## config.mk

```make
export PLATFORM = sky130hd
export DESIGN_NAME = ts_access_scheduler_flat
export DESIGN_NICKNAME = d
export VERILOG_FILES = /design/src/rtl/ts_access_scheduler_if.sv /design/src/rtl/ts_access_scheduler.sv /design/src/flat_wrapper.sv
export SDC_FILE = /design/constraint.sdc
export NUM_CORES = 1
export LEC_CHECK = 0
export CORE_MARGIN = 3
export CORE_UTILIZATION = 45
export CTS_BUF_LIST = sky130_fd_sc_hd__clkbuf_4 sky130_fd_sc_hd__clkbuf_8
export DETAILED_ROUTE_END_ITERATION = 12
export GPL_TIMING_DRIVEN = 0
export PLACE_DENSITY = 0.7
export SLEW_MARGIN = 20
export SYNTH_ARGS = -nofsm -noshare
export SYNTH_HDL_FRONTEND = slang
export SYNTH_SLANG_ARGS = --single-unit
```

## constraint.sdc

```tcl
create_clock -name clk -period 7.04 [get_ports clk]
set_input_delay 0.704 -clock clk [delete_from_list [all_inputs] [get_ports clk]]
set_output_delay 0.704 -clock clk [all_outputs]
set_load 0.05 [all_outputs]
```

## src/rtl/ts_access_scheduler_if.sv

```systemverilog
// ts_access_scheduler_if: event, scan-read, clear and memory-port
// signals of the time-surface access scheduler.
interface ts_access_scheduler_if #(
  parameter int ADDR_BITS = 8,
  parameter int TS_BITS   = 16
);
  logic                 evt_valid;
  logic                 evt_ready;
  logic [ADDR_BITS-1:0] evt_addr;
  logic [TS_BITS-1:0]   evt_ts;

  logic                 rd_req;
  logic [ADDR_BITS-1:0] rd_addr;
  logic                 rd_gnt;
  logic                 rd_data_valid;
  logic [TS_BITS-1:0]   rd_data;

  logic                 clear_req;
  logic                 clear_busy;

  logic                 mem_en;
  logic                 mem_we;
  logic [ADDR_BITS-1:0] mem_addr;
  logic [TS_BITS-1:0]   mem_wdata;
  logic [TS_BITS-1:0]   mem_rdata;

  modport slave (
    input  evt_valid, evt_addr, evt_ts,
    input  rd_req, rd_addr,
    input  clear_req,
    input  mem_rdata,
    output evt_ready,
    output rd_gnt, rd_data_valid, rd_data,
    output clear_busy,
    output mem_en, mem_we, mem_addr, mem_wdata
  );

  modport master (
    output evt_valid, evt_addr, evt_ts,
    output rd_req, rd_addr,
    output clear_req,
    output mem_rdata,
    input  evt_ready,
    input  rd_gnt, rd_data_valid, rd_data,
    input  clear_busy,
    input  mem_en, mem_we, mem_addr, mem_wdata
  );
endinterface

```

## src/rtl/ts_access_scheduler.sv

```systemverilog
// ts_access_scheduler: single-port arbiter for the time-surface store.
// Buffered event writes, bounded write bursts, scan reads, clear sweep.
module ts_access_scheduler #(
  parameter int ADDR_BITS     = 8,
  parameter int TS_BITS       = 16,
  parameter int EVT_BUF_DEPTH = 4,
  parameter int MAX_WR_BURST  = 4
) (
  input logic                   clk,
  input logic                   rst,
  ts_access_scheduler_if.slave  bus
);

  localparam int PW = $clog2(EVT_BUF_DEPTH);
  localparam int SW = $clog2(MAX_WR_BURST + 1);
  localparam logic [SW-1:0] STREAK_MAX = SW'(MAX_WR_BURST);

  typedef struct packed {
    logic [ADDR_BITS-1:0] addr;
    logic [TS_BITS-1:0]   ts;
  } evt_t;

  typedef enum logic {
    S_IDLE,
    S_CLEAR
  } state_t;

  state_t               state;
  logic [ADDR_BITS-1:0] clr_ptr;
  logic [SW-1:0]        streak;

  evt_t                 buf_q [EVT_BUF_DEPTH];
  logic [PW:0]          wr_ptr;
  logic [PW:0]          rd_ptr;
  evt_t                 head;

  logic                 empty;
  logic                 full;
  logic                 streak_max;
  logic                 clearing;
  logic                 in_idle;
  logic                 push;
  logic                 do_wr;
  logic                 do_rd;

  logic                 rd_dv_q;
  logic [TS_BITS-1:0]   rd_hold;

  assign empty = wr_ptr == rd_ptr;
  assign full  = (wr_ptr[PW] != rd_ptr[PW]) &&
                 (wr_ptr[PW-1:0] == rd_ptr[PW-1:0]);
  assign head  = buf_q[rd_ptr[PW-1:0]];

  assign streak_max = streak == STREAK_MAX;
  assign clearing   = !rst && state == S_CLEAR;
  assign in_idle    = !rst && state == S_IDLE;

  // reads win only once the buffer is drained or the burst cap is hit
  assign do_wr = in_idle && !empty &&
                 (!bus.rd_req || !streak_max);
  assign do_rd = in_idle && bus.rd_req &&
                 (empty || streak_max);

  assign bus.evt_ready  = !rst && !full && !clearing;
  assign push           = bus.evt_valid && bus.evt_ready;
  assign bus.rd_gnt     = do_rd;
  assign bus.clear_busy = clearing;

  always_comb begin
    bus.mem_en    = 1'b0;
    bus.mem_we    = 1'b0;
    bus.mem_addr  = '0;
    bus.mem_wdata = '0;
    unique case (1'b1)
      clearing: begin
        bus.mem_en   = 1'b1;
        bus.mem_we   = 1'b1;
        bus.mem_addr = clr_ptr;
      end
      do_wr: begin
        bus.mem_en    = 1'b1;
        bus.mem_we    = 1'b1;
        bus.mem_addr  = head.addr;
        bus.mem_wdata = head.ts;
      end
      do_rd: begin
        bus.mem_en   = 1'b1;
        bus.mem_addr = bus.rd_addr;
      end
      default: ;
    endcase
  end

  always_ff @(posedge clk) begin
    if (rst) begin
      state   <= S_IDLE;
      clr_ptr <= '0;
      streak  <= '0;
    end else begin
      unique case (state)
        S_IDLE: begin
          if (do_wr) begin
            streak <= streak_max ? streak : streak + SW'(1);
          end else begin
            streak <= '0;
          end
          if (bus.clear_req) begin
            state <= S_CLEAR;
          end
        end
        S_CLEAR: begin
          clr_ptr <= clr_ptr + ADDR_BITS'(1);
          streak  <= '0;
          if (clr_ptr == '1) begin
            state <= S_IDLE;
          end
        end
      endcase
    end
  end

  always_ff @(posedge clk) begin
    if (rst) begin
      wr_ptr <= '0;
      rd_ptr <= '0;
    end else begin
      if (push) begin
        wr_ptr <= wr_ptr + (PW+1)'(1);
      end
      if (do_wr) begin
        rd_ptr <= rd_ptr + (PW+1)'(1);
      end
    end
  end

  always_ff @(posedge clk) begin
    if (push) begin
      buf_q[wr_ptr[PW-1:0]] <= '{addr: bus.evt_addr, ts: bus.evt_ts};
    end
  end

  // rd_data is the live memory word in the valid cycle, held afterwards
  always_ff @(posedge clk) begin
    if (rst) begin
      rd_dv_q <= 1'b0;
      rd_hold <= '0;
    end else begin
      rd_dv_q <= do_rd;
      if (rd_dv_q) begin
        rd_hold <= bus.mem_rdata;
      end
    end
  end

  assign bus.rd_data_valid = rd_dv_q;
  assign bus.rd_data       = rd_dv_q ? bus.mem_rdata : rd_hold;

endmodule

```

## src/flat_wrapper.sv

```systemverilog
// flat-port wrapper written by rule: the top's interface ports become plain ports
module ts_access_scheduler_flat 
#(
  parameter int ADDR_BITS     = 8,
  parameter int TS_BITS       = 16,
  parameter int EVT_BUF_DEPTH = 4,
  parameter int MAX_WR_BURST  = 4
)
  (clk, rst, bus_evt_valid, bus_evt_addr, bus_evt_ts, bus_rd_req, bus_rd_addr, bus_clear_req, bus_mem_rdata, bus_evt_ready, bus_rd_gnt, bus_rd_data_valid, bus_rd_data, bus_clear_busy, bus_mem_en, bus_mem_we, bus_mem_addr, bus_mem_wdata);
  ts_access_scheduler_if #(.ADDR_BITS(ADDR_BITS), .TS_BITS(TS_BITS)) bus_i ();
  input logic clk;
  input logic rst;
  input wire logic [$bits(bus_i.evt_valid)-1:0] bus_evt_valid;
  input wire logic [$bits(bus_i.evt_addr)-1:0] bus_evt_addr;
  input wire logic [$bits(bus_i.evt_ts)-1:0] bus_evt_ts;
  input wire logic [$bits(bus_i.rd_req)-1:0] bus_rd_req;
  input wire logic [$bits(bus_i.rd_addr)-1:0] bus_rd_addr;
  input wire logic [$bits(bus_i.clear_req)-1:0] bus_clear_req;
  input wire logic [$bits(bus_i.mem_rdata)-1:0] bus_mem_rdata;
  output wire logic [$bits(bus_i.evt_ready)-1:0] bus_evt_ready;
  output wire logic [$bits(bus_i.rd_gnt)-1:0] bus_rd_gnt;
  output wire logic [$bits(bus_i.rd_data_valid)-1:0] bus_rd_data_valid;
  output wire logic [$bits(bus_i.rd_data)-1:0] bus_rd_data;
  output wire logic [$bits(bus_i.clear_busy)-1:0] bus_clear_busy;
  output wire logic [$bits(bus_i.mem_en)-1:0] bus_mem_en;
  output wire logic [$bits(bus_i.mem_we)-1:0] bus_mem_we;
  output wire logic [$bits(bus_i.mem_addr)-1:0] bus_mem_addr;
  output wire logic [$bits(bus_i.mem_wdata)-1:0] bus_mem_wdata;
  assign bus_i.evt_valid = bus_evt_valid;
  assign bus_i.evt_addr = bus_evt_addr;
  assign bus_i.evt_ts = bus_evt_ts;
  assign bus_i.rd_req = bus_rd_req;
  assign bus_i.rd_addr = bus_rd_addr;
  assign bus_i.clear_req = bus_clear_req;
  assign bus_i.mem_rdata = bus_mem_rdata;
  assign bus_evt_ready = bus_i.evt_ready;
  assign bus_rd_gnt = bus_i.rd_gnt;
  assign bus_rd_data_valid = bus_i.rd_data_valid;
  assign bus_rd_data = bus_i.rd_data;
  assign bus_clear_busy = bus_i.clear_busy;
  assign bus_mem_en = bus_i.mem_en;
  assign bus_mem_we = bus_i.mem_we;
  assign bus_mem_addr = bus_i.mem_addr;
  assign bus_mem_wdata = bus_i.mem_wdata;
  ts_access_scheduler #(.ADDR_BITS(ADDR_BITS), .TS_BITS(TS_BITS), .EVT_BUF_DEPTH(EVT_BUF_DEPTH), .MAX_WR_BURST(MAX_WR_BURST)) u_core (.clk(clk), .rst(rst), .bus(bus_i));
endmodule
```

==> results of run 1 <==
[stage by stage]
stage	power, mW	hold slack [ns]
after global placement	1.19	0.475
after CTS	1.82	0.496
final	1.80	0.491
after detailed placement	1.20	0.487
after global routing	1.87	0.541
after floorplan	1.09	0.460
[worst min-delay path: cells and delay by family (launching register included)]
kind	cells	cell delay, ns
AOI/OAI and AO/OA	1	0.05
DFF	1	0.32
and+or+nand+nor	1	0.07
[cells in the final DEF (no fill, tap or decap), types with 2 or more instances in the layout]
master,n
and3_1,4
a221o_1,7
xnor2_1,4
buf_2,6
o31ai_1,2
buf_4,6
edfxtp_1,96
o311ai_2,2
xor2_1,9
nand3_1,7
clkdlybuf4s50_1,98
ha_1,8
mux2_2,16
mux2i_1,3
and3_2,3
mux4_2,24
nor2_1,17
clkinv_2,3
clkinv_1,5
clkbuf_1,5
a21oi_1,5
clkbuf_4,2
clkbuf_8,17
nor2b_1,40
inv_1,6
nand2_1,4
dfxtp_1,37
o21ai_1,2
buf_6,2
bufinv_16,3
nand4_1,2
[power breakdown]
part           switching, mW  internal (mW)  leakage [nW]
clock network          0.270          0.350         0.197
registers            0.00906          0.861          1.17
logic                  0.173          0.134          1.02
total                  0.452           1.34          2.39
[sequential cells by signal (all words and copies together), names as in the netlist, named ones only]
signal / cells
u_core.buf_q: 96
u_core.bus.rd_data_valid: 1
u_core.clr_ptr: 8
u_core.rd_hold: 16
u_core.rd_ptr: 3
u_core.state: 1
u_core.streak: 3
u_core.wr_ptr: 3
[per-layer routing]
metal	routed length, um	GRT usage (%)	part of all wire (%)
met5	0	0	0
met4	200	6.42	2.0
met3	655	5.63	6.5
met2	4910	26.7	48
met1	4360	19.7	43
[how the worst min path moves through the flow]
stage / endpoint / slack (ns) / depth (start not counted)
finish: u_core.streak[1] / 0.49 / 2
global route: u_core.streak[1] / 0.54 / 2
CTS: u_core.streak[1] / 0.50 / 2
detailed placement: u_core.streak[1] / 0.49 / 2
global placement: u_core.streak[1] / 0.47 / 2
floorplan: u_core.streak[1] / 0.46 / 2
[cells by family (layout without fill, tap and decap cells)]
family	after synthesis	after routing
compound gates	23	23
xor+xnor	14	14
fa+ha+maj	8	8
buf+inv	24	156
flops	133	133
mux	43	43
simple gates	81	81
[layout make-up]
class,instances,area share [%]
inverter,8,0.433
clock inverter,12,1.97
tap,143,2.58
buffer,16,1.35
timing repair buffer,101,14.5
sequential,133,52.2
clock buffer,19,3.59
multi-input combinational,169,23.4
==> results.txt, run 1 <==
The run finished with clean final reports. Summing the areas of all fa, ha and maj instances in the mapped netlist gives between 1.5 and 2% of the synthesized area. The first TritonRoute pass finished after 4 iterations. The initial antenna violation count came out at 0. The via density per instance came out at slightly above 5. The half-perimeter wire length after placement came out at ~6900 um. STA classifies the critical path startpoint as an input pin. The worst hold path class is flip-flop to flip-flop. Once the clock tree was built, the resizer swapped 0 gates to a different size. Among all stages on the critical path, the largest delay is contributed by clkdlybuf4s50_1. The total count of max-transition violations in the final report was 0. The final design utilization came out at between 60% and 70%. The layout-stage area growth over the synthesis result came out at 29.4%. The final worst slack is 3.29 ns.

The total I/O pin count came out at roughly 100. The register area is 3620 um2. After routing the design area is between 6000 and 7000 um2. Synthesis produced approximately 330 cells. The count of routing violations after the opening detailed-route iteration is 95. The core box area came out at 11,500 um2. The cell type with the highest occurrence count on the critical path is clkdlybuf4s50_1. The post-synthesis share of cell area spent on xor and xnor gates is under 10%. The top cell type's share of synthesized area came out at a little over half.

The number of hold-repair buffers added at the cts stage is 0. The most used flip-flop cell after synthesis is edfxtp_1. Port buffering added 98 buffers. In this run, placement finished with an instance count of 570.

The worst setup path is captured at an output port. The number of antenna diodes in the final layout is 0. Once the clock tree was built, the setup fixing pass inserted 0 buffers. The worst register-to-register path begins at u_core.wr_ptr[0]. The area of the mapped netlist is ~5400 um2.

The total routing resource utilization after global routing came out at between 10% and 20%. The proportion of register bits with asynchronous set or reset after synthesis came out at 0%. The tool flagged a number of max-cap violations equal to 0. The number of buffers and inverters on the critical path is 4. The time the worst path needs with I/O delays and setup came out at 3.75 ns. On the critical path the largest part of the delay comes from buffers and inverters. The number of warning messages in the yosys log came out at 0. The dominant cell by count in the synthesized netlist is edfxtp_1. The setup TNS came out at 0 ns. On the worst path, the slowest cell contributes a delay of a little over 0.8 ns. The critical path ends at bus_mem_wdata[3]. The wire length reported by the detailed router came out at between 10,000 and 15,000 um.

The synthesized flop and latch total came out at 133. The number of nets still failing antenna checks after routing is 0. Measured along the x axis, the die boundary spans 115 um. The CTS clock-pin slew for the worst setup and hold paths came out at about 0.07 ns. Data on the critical path is required at its endpoint by 6.34 ns. The first global-routing pass estimated roughly 16,000 um of wire. The worst max-slew margin expressed relative to the limit is about 53%. The highest ir drop seen on vdd is 0.219 mV. In this run, distinct cell masters in the synthesized netlist total 35. Sorting the synthesized cells by how often they occur yields 96 x edfxtp_1, 40 x nor2b_1, 37 x dfxtp_1, 24 x mux4_2, 17 x nor2_1. The final count of hold timing violations was 0.

Clock latency on the worst-skew pair, taken at its later pin, is between 0.4 and 0.5 ns. The total number of clock tree sinks is ~130. The synthesized netlist devotes 8.31% of its cell area to simple gates. Setup violations remaining at the end of the flow were counted as 0. In this run the most critical hold path is launched from u_core.streak[1].

Summing the areas of all compound-gate instances in the mapped netlist gives around 3.5% of the synthesized area. Clock tree synthesis inserted a total of 17 buffers. The clock skew is 0.00776 ns. The setup slack of the most critical reg-to-reg path came out at 4.68 ns. CTS built an H-tree with a depth of 4. The number of nets in the synthesized netlist is roughly 390. The multiplexer share of the synthesized area is between 10 and 15%. The overflow left after global routing is 0.

The signal on the critical path passes through clkdlybuf4s50_1, nor2_1, o311ai_2, buf_4, buf_2, nor2b_1, clkdlybuf4s50_1. Leaving out filler cells and counting taps, the final layout contains 601. The total placed instance area came out at 6550 um2. The top cell type by total area after synthesis is edfxtp_1.

The number of nets in the final layout is just over 500. The worst register-to-register path ends at u_core.buf_q[3][1]. The layout has 904 filler cells. The sequential-to-total area share from yosys stat is between 60% and 70%. The maximum operating frequency came out at roughly 0.27 GHz. The critical path runs through a total of 7 cells.

The number of enable-type register cells in the synthesized netlist is 96. After detailed routing, the number of remaining DRC violations is 0. In this run the worst setup path begins at rst.

The worst-case clock buffer depth came out at 2. The worst slack at placement came out at roughly 3.3 ns. The dominant combinational cell family by area after synthesis is multiplexers.

The peak fanout along the critical path came out at 10. The number of global-route vias before repair was 3,210. Dividing the final minimum period by the clock period gives between 50% and 60%. In this run the vertical extent of the chip is roughly 120 um.

For this design the static power due to leakage is between 2 and 2.5 nW. The pin count of the biggest net entering global routing is 25. The floorplan row count is 39. The tree is rooted in a clkbuf_8.

The cell depth of the worst flop-to-flop path is 5. Ranked by total cell area, the synthesized netlist is headed by edfxtp_1 54%, dfxtp_1 14%, mux4_2 10%, nor2b_1 4.7%, mux2_2 3.4%. Routability-driven placement finished with a final weighted congestion of a little under 0.8.

The area of the multi-input gates is roughly 1600 um2. The detail-routed net length per standard cell came out at ~17 um. TritonCTS built the clock tree. Cells with a size suffix above 1 make up 19.4% of the layout.

The detailed-route via count came out at about 3,000. Setup repair after global routing left no endpoint under its margin. The per-instance average area after synthesis is about 16 um2. The starting utilization of the core area is a little under half. The category of the most critical setup path is input pin to output port. The arrival time at the worst endpoint is roughly 3 ns. The pin slew with the least headroom to its limit is 0.706 ns. The areal power density over the cells came out at 259 nW/um2. The area enclosed by the die boundary is around 13,000 um2.
(Power assumes the default switching activity.)
==> inputs of run 2 (changes only) <==
==> constraint.sdc (replaced) <==
create_clock -name clk -period 3.65 [get_ports clk]
set_input_delay 0.365 -clock clk [delete_from_list [all_inputs] [get_ports clk]]
set_output_delay 0.365 -clock clk [all_outputs]
set_load 0.05 [all_outputs]
==> results of run 2 <==
The final DEF is identical to that of run 1. Status: completed.
Main changes from that run: setup slack after placement 3.30 ns -> 0.591 ns; setup slack after layout 3.29 ns -> 0.352 ns; start point of the critical path rst -> u_core.wr_ptr[0]; register-to-register setup slack 4.68 ns -> 1.29 ns; total power 1.80 mW -> 3.47 mW; worst IR drop on VDD 0.219 mV -> 0.423 mV
